===== config.mk =====
export PLATFORM = sky130hd
export DESIGN_NAME = wb_team_sequencer_flat
export DESIGN_NICKNAME = d
export VERILOG_FILES = /design/src/rtl/wb_team_sequencer_if.sv /design/src/rtl/wb_team_sequencer.sv /design/src/flat_wrapper.sv
export SDC_FILE = /design/constraint.sdc
export NUM_CORES = 1
export LEC_CHECK = 0
export CORE_MARGIN = 5
export CORE_UTILIZATION = 30
export DETAILED_ROUTE_END_ITERATION = 16
export PLACE_DENSITY_LB_ADDON = 0.05
export SYNTH_ARGS = -nofsm -noshare
export SYNTH_HDL_FRONTEND = slang
export SYNTH_SLANG_ARGS = --single-unit

===== constraint.sdc =====
create_clock -name wb_clk_i -period 3.9 [get_ports wb_clk_i]
set_clock_uncertainty 0.15 [all_clocks]
set_input_delay 0.78 -clock wb_clk_i [delete_from_list [all_inputs] [get_ports wb_clk_i]]
set_output_delay 0.78 -clock wb_clk_i [all_outputs]
set_load 0.01 [all_outputs]

===== src/rtl/wb_team_sequencer_if.sv =====
// Host-side Wishbone bus between the Caravel slave port and the team sequencer.
// Signal names follow the host port, so "_i" is host-to-sequencer and "_o" is sequencer-to-host.
interface wb_team_sequencer_if;
    logic        wbs_cyc_i;
    logic        wbs_stb_i;
    logic [31:0] wbs_adr_i;
    logic        wbs_ack_o;
    logic [31:0] wbs_dat_o;

    modport master (
        output wbs_cyc_i,
        output wbs_stb_i,
        output wbs_adr_i,
        input  wbs_ack_o,
        input  wbs_dat_o
    );

    modport slave (
        input  wbs_cyc_i,
        input  wbs_stb_i,
        input  wbs_adr_i,
        output wbs_ack_o,
        output wbs_dat_o
    );
endinterface


===== src/rtl/wb_team_sequencer.sv =====
// Registered Wishbone sequencer: decodes one target per host request, strobes it, and answers
// the host itself on ack, on timeout (so a hung team cannot stall the bus) or for unmapped space.
module wb_team_sequencer #(
    parameter int          NUM_TEAMS     = 1,
    parameter int          TIMEOUT_CYC   = 256,
    parameter logic [31:0] UNMAPPED_DATA = 32'hBAD0ADD5,
    parameter logic [31:0] TIMEOUT_DATA  = 32'hDEAD0000
) (
    input  logic                    wb_clk_i,
    input  logic                    wb_rst_i,
    wb_team_sequencer_if.slave      wbs,
    output logic                    la_control_stb,
    output logic                    gpio_control_stb,
    output logic [NUM_TEAMS-1:0]    designs_stb,
    output logic [31:0]             adr_truncated,
    input  logic                    la_control_ack_i,
    input  logic [31:0]             la_control_dat_i,
    input  logic                    gpio_control_ack_i,
    input  logic [31:0]             gpio_control_dat_i,
    input  logic [NUM_TEAMS-1:0]    designs_ack_i,
    input  logic [32*NUM_TEAMS-1:0] designs_dat_i,
    output logic [7:0]              timeout_cnt
);

    localparam int            TW             = $clog2(TIMEOUT_CYC) + 1;
    localparam logic [TW-1:0] TIMER_LAST     = TW'(TIMEOUT_CYC - 1);
    localparam logic [7:0]    FIRST_UNMAPPED = 8'(NUM_TEAMS + 2);

    typedef enum logic [1:0] {
        IDLE = 2'd0,
        BUSY = 2'd1,
        RESP = 2'd2
    } state_t;

    state_t        state_r;
    logic [TW-1:0] timer_r;
    logic [7:0]    target_idx_r;
    logic [7:0]    req_sel_s;
    logic          sel_ack_s;
    logic [31:0]   sel_dat_s;
    logic          unused_adr_s;

    // One-hot team strobe for a decode value; all zero for LA, GPIO or unmapped.
    function automatic logic [NUM_TEAMS-1:0] team_mask(input logic [7:0] sel);
        logic [NUM_TEAMS-1:0] m;
        m = '0;
        for (int i = 0; i < NUM_TEAMS; i++) begin
            if (sel == 8'(i + 2)) begin
                m[i] = 1'b1;
            end else begin
                m[i] = 1'b0;
            end
        end
        return m;
    endfunction

    assign req_sel_s    = wbs.wbs_adr_i[23:16];
    assign unused_adr_s = ^wbs.wbs_adr_i[31:24];

    // Ack/data of the latched target only; every other target's ack is ignored.
    always_comb begin
        sel_ack_s = 1'b0;
        sel_dat_s = 32'h0000_0000;
        case (target_idx_r)
            8'd0: begin
                sel_ack_s = la_control_ack_i;
                sel_dat_s = la_control_dat_i;
            end
            8'd1: begin
                sel_ack_s = gpio_control_ack_i;
                sel_dat_s = gpio_control_dat_i;
            end
            default: begin
                for (int i = 0; i < NUM_TEAMS; i++) begin
                    if (target_idx_r == 8'(i + 2)) begin
                        sel_ack_s = designs_ack_i[i];
                        sel_dat_s = designs_dat_i[32*i +: 32];
                    end else begin
                        sel_ack_s = sel_ack_s;
                        sel_dat_s = sel_dat_s;
                    end
                end
            end
        endcase
    end

    // Transaction FSM with all target strobes and the host response registered.
    always_ff @(posedge wb_clk_i or posedge wb_rst_i) begin
        if (wb_rst_i) begin
            state_r          <= IDLE;
            timer_r          <= '0;
            target_idx_r     <= 8'd0;
            adr_truncated    <= 32'h0000_0000;
            la_control_stb   <= 1'b0;
            gpio_control_stb <= 1'b0;
            designs_stb      <= '0;
            wbs.wbs_ack_o    <= 1'b0;
            wbs.wbs_dat_o    <= 32'h0000_0000;
            timeout_cnt      <= 8'd0;
        end else begin
            case (state_r)
                IDLE: begin
                    wbs.wbs_ack_o <= 1'b0;
                    wbs.wbs_dat_o <= 32'h0000_0000;
                    if (wbs.wbs_cyc_i && wbs.wbs_stb_i) begin
                        target_idx_r  <= req_sel_s;
                        adr_truncated <= {16'h0000, wbs.wbs_adr_i[15:0]};
                        timer_r       <= '0;
                        if (req_sel_s < FIRST_UNMAPPED) begin
                            la_control_stb   <= (req_sel_s == 8'd0);
                            gpio_control_stb <= (req_sel_s == 8'd1);
                            designs_stb      <= team_mask(req_sel_s);
                            state_r          <= BUSY;
                        end else begin
                            // Unmapped space is answered locally without touching any target.
                            wbs.wbs_ack_o <= 1'b1;
                            wbs.wbs_dat_o <= UNMAPPED_DATA;
                            state_r       <= RESP;
                        end
                    end else begin
                        state_r <= IDLE;
                    end
                end
                BUSY: begin
                    if (sel_ack_s) begin
                        la_control_stb   <= 1'b0;
                        gpio_control_stb <= 1'b0;
                        designs_stb      <= '0;
                        wbs.wbs_ack_o    <= 1'b1;
                        wbs.wbs_dat_o    <= sel_dat_s;
                        state_r          <= RESP;
                    end else if (timer_r == TIMER_LAST) begin
                        la_control_stb   <= 1'b0;
                        gpio_control_stb <= 1'b0;
                        designs_stb      <= '0;
                        wbs.wbs_ack_o    <= 1'b1;
                        wbs.wbs_dat_o    <= {TIMEOUT_DATA[31:8], target_idx_r};
                        if (timeout_cnt != 8'hFF) begin
                            timeout_cnt <= timeout_cnt + 8'd1;
                        end else begin
                            timeout_cnt <= timeout_cnt;
                        end
                        state_r <= RESP;
                    end else if (!wbs.wbs_cyc_i) begin
                        // Host abandoned the cycle: release the target silently.
                        la_control_stb   <= 1'b0;
                        gpio_control_stb <= 1'b0;
                        designs_stb      <= '0;
                        state_r          <= IDLE;
                    end else begin
                        timer_r <= timer_r + TW'(1);
                    end
                end
                RESP: begin
                    wbs.wbs_ack_o <= 1'b0;
                    wbs.wbs_dat_o <= 32'h0000_0000;
                    state_r       <= IDLE;
                end
                default: begin
                    la_control_stb   <= 1'b0;
                    gpio_control_stb <= 1'b0;
                    designs_stb      <= '0;
                    wbs.wbs_ack_o    <= 1'b0;
                    wbs.wbs_dat_o    <= 32'h0000_0000;
                    state_r          <= IDLE;
                end
            endcase
        end
    end

endmodule


===== src/flat_wrapper.sv =====
// flat-port wrapper written by rule: the top's interface ports become plain ports
module wb_team_sequencer_flat 
#(
    parameter int          NUM_TEAMS     = 1,
    parameter int          TIMEOUT_CYC   = 256,
    parameter logic [31:0] UNMAPPED_DATA = 32'hBAD0ADD5,
    parameter logic [31:0] TIMEOUT_DATA  = 32'hDEAD0000
)
  (wb_clk_i, wb_rst_i, la_control_stb, gpio_control_stb, designs_stb, adr_truncated, la_control_ack_i, la_control_dat_i, gpio_control_ack_i, gpio_control_dat_i, designs_ack_i, designs_dat_i, timeout_cnt, wbs_wbs_cyc_i, wbs_wbs_stb_i, wbs_wbs_adr_i, wbs_wbs_ack_o, wbs_wbs_dat_o);
  wb_team_sequencer_if wbs_i ();
  input  logic wb_clk_i;
  input  logic wb_rst_i;
  output logic la_control_stb;
  output logic gpio_control_stb;
  output logic [NUM_TEAMS-1:0] designs_stb;
  output logic [31:0] adr_truncated;
  input  logic la_control_ack_i;
  input  logic [31:0] la_control_dat_i;
  input  logic gpio_control_ack_i;
  input  logic [31:0] gpio_control_dat_i;
  input  logic [NUM_TEAMS-1:0] designs_ack_i;
  input  logic [32*NUM_TEAMS-1:0] designs_dat_i;
  output logic [7:0] timeout_cnt;
  input wire logic [$bits(wbs_i.wbs_cyc_i)-1:0] wbs_wbs_cyc_i;
  input wire logic [$bits(wbs_i.wbs_stb_i)-1:0] wbs_wbs_stb_i;
  input wire logic [$bits(wbs_i.wbs_adr_i)-1:0] wbs_wbs_adr_i;
  output wire logic [$bits(wbs_i.wbs_ack_o)-1:0] wbs_wbs_ack_o;
  output wire logic [$bits(wbs_i.wbs_dat_o)-1:0] wbs_wbs_dat_o;
  assign wbs_i.wbs_cyc_i = wbs_wbs_cyc_i;
  assign wbs_i.wbs_stb_i = wbs_wbs_stb_i;
  assign wbs_i.wbs_adr_i = wbs_wbs_adr_i;
  assign wbs_wbs_ack_o = wbs_i.wbs_ack_o;
  assign wbs_wbs_dat_o = wbs_i.wbs_dat_o;
  wb_team_sequencer #(.NUM_TEAMS(NUM_TEAMS), .TIMEOUT_CYC(TIMEOUT_CYC), .UNMAPPED_DATA(UNMAPPED_DATA), .TIMEOUT_DATA(TIMEOUT_DATA)) u_core (.wb_clk_i(wb_clk_i), .wb_rst_i(wb_rst_i), .wbs(wbs_i), .la_control_stb(la_control_stb), .gpio_control_stb(gpio_control_stb), .designs_stb(designs_stb), .adr_truncated(adr_truncated), .la_control_ack_i(la_control_ack_i), .la_control_dat_i(la_control_dat_i), .gpio_control_ack_i(gpio_control_ack_i), .gpio_control_dat_i(gpio_control_dat_i), .designs_ack_i(designs_ack_i), .designs_dat_i(designs_dat_i), .timeout_cnt(timeout_cnt));
endmodule

; ---- Yosys cells after proc, flatten, opt, wreduce, memory -nomap -nowiden
; Cells that the tools add are included.
[op_classes]
muxes = 38
n_eq_ne = 15
magnitude_cmp = 1
reduce_logical = 9
bitwise = 2
add_sub_neg = 2
[op_table]
columns = operator, count
row1 = two-way mux 32 bit, 5
row2 = case mux 32 bit (2 select lines), 2
row3 = two-way mux 9 bit, 4
row4 = case mux 9 bit (2 select lines), 1
row5 = "== test 8 x 1 -> 1 bit, second input constant", 2
row6 = "== test 8 x 2 -> 1 bit, second input constant", 2
row7 = zero test 8 bit, 2
row8 = two-way mux 1 bit, 15
row9 = two-way mux 2 bit, 5
row10 = "adder 9 x 1 -> 9 bit, second input constant", 1
row11 = "== test 9 x 8 -> 1 bit, second input constant", 1
row12 = case mux 1 bit (3 select lines), 3
row13 = "adder 8 x 1 -> 8 bit, second input constant", 1
row14 = "less-than comparator 8 x 2 -> 1 bit, second input constant", 1
row15 = "inequality test 8 bit, second input constant", 1
row16 = AND reduction 4 bit, 2
row17 = "inequality test 2 bit, second input constant", 3
row18 = AND reduction 5 bit, 1
row19 = "inequality test 2 x 1 -> 1 bit, second input constant", 2
row20 = "inequality test 4 x 2 -> 1 bit, second input constant", 1
row21 = case mux 1 bit (2 select lines), 2
row22 = case mux 2 bit (2 select lines), 1
row23 = "inequality test 3 x 1 -> 1 bit, second input constant", 1
row24 = "== test 2 x 1 -> 1 bit, second input constant", 1
row25 = 6 further kinds, 7
[totals]
elab_cells = 77
input_bits = 135
regBits = 79
output_inout_bits = 76

; ---- Logic depth before layout (Yosys ltp)
[depth]
word_depth = 5
mapped_depth = 10

; ---- Worst setup path after synthesis
; No wires, ideal clock.
[synth_timing]
path_type = reg-to-reg
start = register u_core.timer_r[0]
end = register u_core.timer_r[8]
path_buffers = 2
setup_slack_ps = 1169
path_stages_with_launch = 11
arrival_time_ps = 2453
path_cell_list = dfrtp_1 > ha_1 > and3_1 > and3_1 > and3_1 > ha_1 > buf_1 > a211oi_4 > a21o_1 > buf_4 > mux2_1
[synth_between]
elab_chain_cells = 5
elab_cells_between_ends = 8
classes_between = add/sub (1) / eq/ne (2) / mux (4) / reduce/logical (1)
[synth_rtl]
columns = item, line
row1 = start: declaration, wb_team_sequencer.sv:36  ; logic [TW-1:0] timer_r;
row2 = start signal: assignment, wb_team_sequencer.sv:151  ; timer_r <= timer_r + TW'(1);
row3 = adder 9 x 1 -> 9 bit, wb_team_sequencer.sv:151
row4 = two-way mux 9 bit, wb_team_sequencer.sv:144  ; end else if (!wbs.wbs_cyc_i) begin
row5 = two-way mux 9 bit, wb_team_sequencer.sv:132  ; end else if (timer_r == TIMER_LAST) begin
row6 = two-way mux 9 bit, wb_team_sequencer.sv:125  ; if (sel_ack_s) begin
row7 = case mux 9 bit (2 select lines), wb_team_sequencer.sv:101  ; case (state_r)
; Several ways; a longest one is shown, not always the timed one. The select of a mux whose other input is x is not followed.
; A chain may end at the register's enable or synchronous reset.

; ---- Final worst setup path
[layout_timing]
start = register u_core.timer_r[0]
end = register u_core.timeout_cnt[1]
[layout_between]
elab_chain_cells = 2
[layout_rtl]
columns = item, line
row1 = == test 9 x 8 -> 1 bit, wb_team_sequencer.sv:132
row2 = AND reduction 4 bit (no source line), -
row3 = end signal: assignment, wb_team_sequencer.sv:139  ; timeout_cnt <= timeout_cnt + 8'd1;
row4 = end signal: assignment, wb_team_sequencer.sv:141  ; timeout_cnt <= timeout_cnt;
row5 = end: declaration, wb_team_sequencer.sv:22  ; output logic [7:0] timeout_cnt
; Every way passes these cells.

==> run_results.csv <==
group,metric,value,unit
run_status,status,"finished clean",
timing,rsz0062_at_grt,"no",
global_routing,grt_use_total,16.1,%
floorplanning,start_util,30.6,%
worst_hold_path,hold_class,"reg2reg",
timing,maxSlewHeadroom,55.1,%
cts,cts_resized,0,
cts,clock_path_buffers,2,
setup_path,path_buf_inv,0,
synthesis,yosys.area_share.simple,12.6,%
floorplanning,num_rows,43,
floorplanning,die-area,16600,sq um
timing,worstMarginPinSlew,0.672,ns
layout,n_antenna_cell,0,
timing,slew_violations,0,
drt,detailroute.via_count,3832,
synthesis,synth.most_common_cell,"dfrtp_1",
floorplanning,chipWidth,129,um
power,vdd_ir_drop_max,230,uV
timing,fin_crit_sh,78.1,%
drt,drt-total-wl,13.6,mm
cts,numCtsBuffers,9,
synthesis,yosysTopAreaCell,"dfrtp_1",
setup_path,slowest_stage,"a21oi_1",
floorplanning,coreArea,13900,sq um
cts,h-tree-depth,3,
setup_path,crit_family,"compound AO/OA/AOI/OAI gates",
synthesis,synth_top_family_by_area,"multiplexers",
synthesis,synth_area_leaders,"dfrtp_1, mux2i_1, mux2_2, nor2_1, buf_4",
synthesis,synthCells,412,
synthesis,syn_area_per_cell,10.3,sq um
drt,detail-route-antenna-nets,0,
setup_path,cp-start-kind,"register",
global_routing,grt_max_degree,51,
timing,timing.fmax,328,MHz
power,power.leakage,2.70,nW
layout,nNetsFinal,730,
synthesis,synth.area.mux_share,16.9,%
synthesis,synth_compound_area_share,15.3,%
drt,drt_pass1_iterations,4,
setup_path,cp_common_cell,"and3_1",
synthesis,synth_common_cells,"dfrtp_1, mux2i_1, nor2_1",
setup_path,criticalPathCategory,"reg2reg",
place,gp_congestion,0.827,
job,max_cap_violations,0,
cts,cts-root-buf,"clkbuf_16",
layout,final_util,47.5,%
setup_path,cp_max_fo,10,
synthesis,ys_warn_count,0,
floorplanning,ioPinCount,211,
global_routing,grt_pass1_vias,4070,
synthesis,ys_types,44,
layout,fin_cells,777,
timing,fin_setup_tns,0,ns
synthesis,syn_area,4250,sq um
setup_path,crit_path_end_kind,"register",
timing,timing.final.crit_period,3.05,ns
drt,drtIter0Drc,157,
setup_path,worstPathCellList,"ha_1, and3_1, and3_1, and3_1, ha_1, o211ai_1, a21oi_1, mux2_2",
cts,tritoncts,"built",
layout,areaGrowthSynthToFinish,55.1,%
drt,drc_errors,0,
global_routing,grt_overflow,0,
timing,setup_viol,0,
synthesis,synthArstFlopShare,100,%
setup_path,max_stage_delay,0.51,ns
layout,drive_above_1_share,10.1,%
place,dp_hpwl,10.2,mm
cts,post_cts_buffers,0,
floorplanning,die_h,129,um
synthesis,synth-xor-area-share,1.44,%
global_routing,grt_pass1_wl,21.2,mm
cts,cts_hold_buf,0,
place,port_buffers,186,
cts,clk_latency,0.34,ns
cts,clkTransAtPathRegs,0.06,ns
synthesis,yosysSeqAreaShare,46.6,%
drt,wire_per_inst,17.5,um
synthesis,yosys.area_share.adder,0.884,%
drt,viasPerCell,4.93,
synthesis,synth_ff_type,"dfrtp_1",
synthesis,synth_edf_count,0,
setup_path,cp.required,3.97,ns
place,placed_cells,761,
setup_path,crit_arrival,3.12,ns
power,finalPower,2.46,mW
global_routing,antenna_found_initial,0,
synthesis,synth_top_area_share,46.6,%
synthesis,ys_ff_latch,79,
cts,numClockSinks,79,
timing,hold_viol_final,0,
power,powerDensity,374,nW/um^2
[cells in the final DEF (no fill, tap or decap), types with 2 or more instances in the layout]
cell,n
clkdlybuf4s50_1,186
dfrtp_1,78
mux2i_1,37
nor2_1,36
nand2_1,26
mux2_2,25
a21oi_1,23
nor3_1,19
conb_1,16
o211ai_1,15
a31oi_1,10
buf_4,10
and3_1,9
a211oi_1,9
o21ai_0,9
clkbuf_16,9
a2111oi_0,8
o21a_1,6
nand3_1,5
xnor2_1,5
o31ai_1,5
nor2b_1,4
mux2_1,4
nand2b_1,3
nand4_1,3
inv_1,3
clkinv_2,3
ha_1,3
bufinv_16,3
nor4_1,2
o22ai_1,2
a22o_1,2
xor2_1,2
nor3b_1,2
[logic make-up (layout without fill, tap and decap cells)]
group / after synthesis / after routing
AOI/OAI and AO/OA: 94 / 94
xor gates and xnor gates: 7 / 7
adders and majority gates: 3 / 3
buffers and inverters: 47 / 217
DFF: 79 / 79
muxes: 67 / 67
other: 1 / 16
and+or+nand+nor: 114 / 114
[layout make-up]
class                           instances  area, sq um
Clock buffer                           10          229
Clock inverter                          6          109
Fill cell                            1310         7290
Inverter                                4         16.3
Multi-Input combinational cell        301         2070
Sequential cell                        79         1980
Tap cell                              180          225
Timing Repair Buffer                  197         1960
[per-layer routing]
| metal | track usage [%] | share of wire (%) | vias to the layer above |
|---|---|---|---|
| met2 | 25.8 | 45 | 154 |
| li1 | - | - | 1834 |
| met4 | 5.44 | 1.9 | 0 |
| met3 | 5.35 | 9.6 | 17 |
| met5 | 0 | 0 | - |
| met1 | 20.5 | 43 | 1827 |
[report_power, final]
part           switching [mW]  internal (mW)  leakage, nW  total [mW]
clock                   0.335          0.624        0.166       0.959
combinational           0.254          0.317         1.52       0.572
sequential             0.0510          0.880         1.02       0.931
[final timing paths]
kind / cells past startpoint / slack [ns] / startpoint / endpoint
setup / recovery: 8 / 0.85 / u_core.timer_r[0]$_DFFE_PP0P_ / u_core.timeout_cnt[1]$_DFFE_PP0P_
hold / removal: 2 / 0.33 / u_core.wbs.wbs_dat_o[9]$_DFFE_PP0P_ / u_core.wbs.wbs_dat_o[9]$_DFFE_PP0P_
setup reg to reg: 8 / 0.85 / u_core.timer_r[0]$_DFFE_PP0P_ / u_core.timeout_cnt[1]$_DFFE_PP0P_
hold reg to reg: 2 / 0.33 / u_core.wbs.wbs_dat_o[9]$_DFFE_PP0P_ / u_core.wbs.wbs_dat_o[9]$_DFFE_PP0P_
max in group asynchronous: 3 / 2.27 / wb_rst_i / u_core.timeout_cnt[7]$_DFFE_PP0P_
min in group asynchronous: 2 / 0.65 / wb_rst_i / u_core.adr_truncated[1]$_DFFE_PP0P_
[tightest hold or removal path, cell delays in order (launching register included)]
cell     delay, ns
dfrtp_1       0.34
nand2_1       0.04
o21ai_0       0.06
[per-stage QoR]
| stage | cell area [sq um] | worst slack (ns) | hold WS (ns) |
|---|---|---|---|
| floorplan | 4300 | 0.947 | 0.293 |
| global placement | 6250 | 0.794 | 0.317 |
| detailed placement | 6250 | 0.754 | 0.321 |
| CTS | 6590 | 0.823 | 0.331 |
| global route | 6590 | 0.622 | 0.353 |
| finish | 6590 | 0.854 | 0.332 |
[registers in the layout, indices dropped and copies added, names as in the netlist]
name	count
u_core.timer_r	9
u_core.wbs.wbs_dat_o	32
u_core.la_control_stb	1
u_core.adr_truncated	16
u_core.timeout_cnt	8
u_core.designs_stb	1
u_core.state_r	2
u_core.target_idx_r	8
u_core.gpio_control_stb	1
u_core.wbs.wbs_ack_o	1
Note: power is estimated with default switching activity, not from simulation.
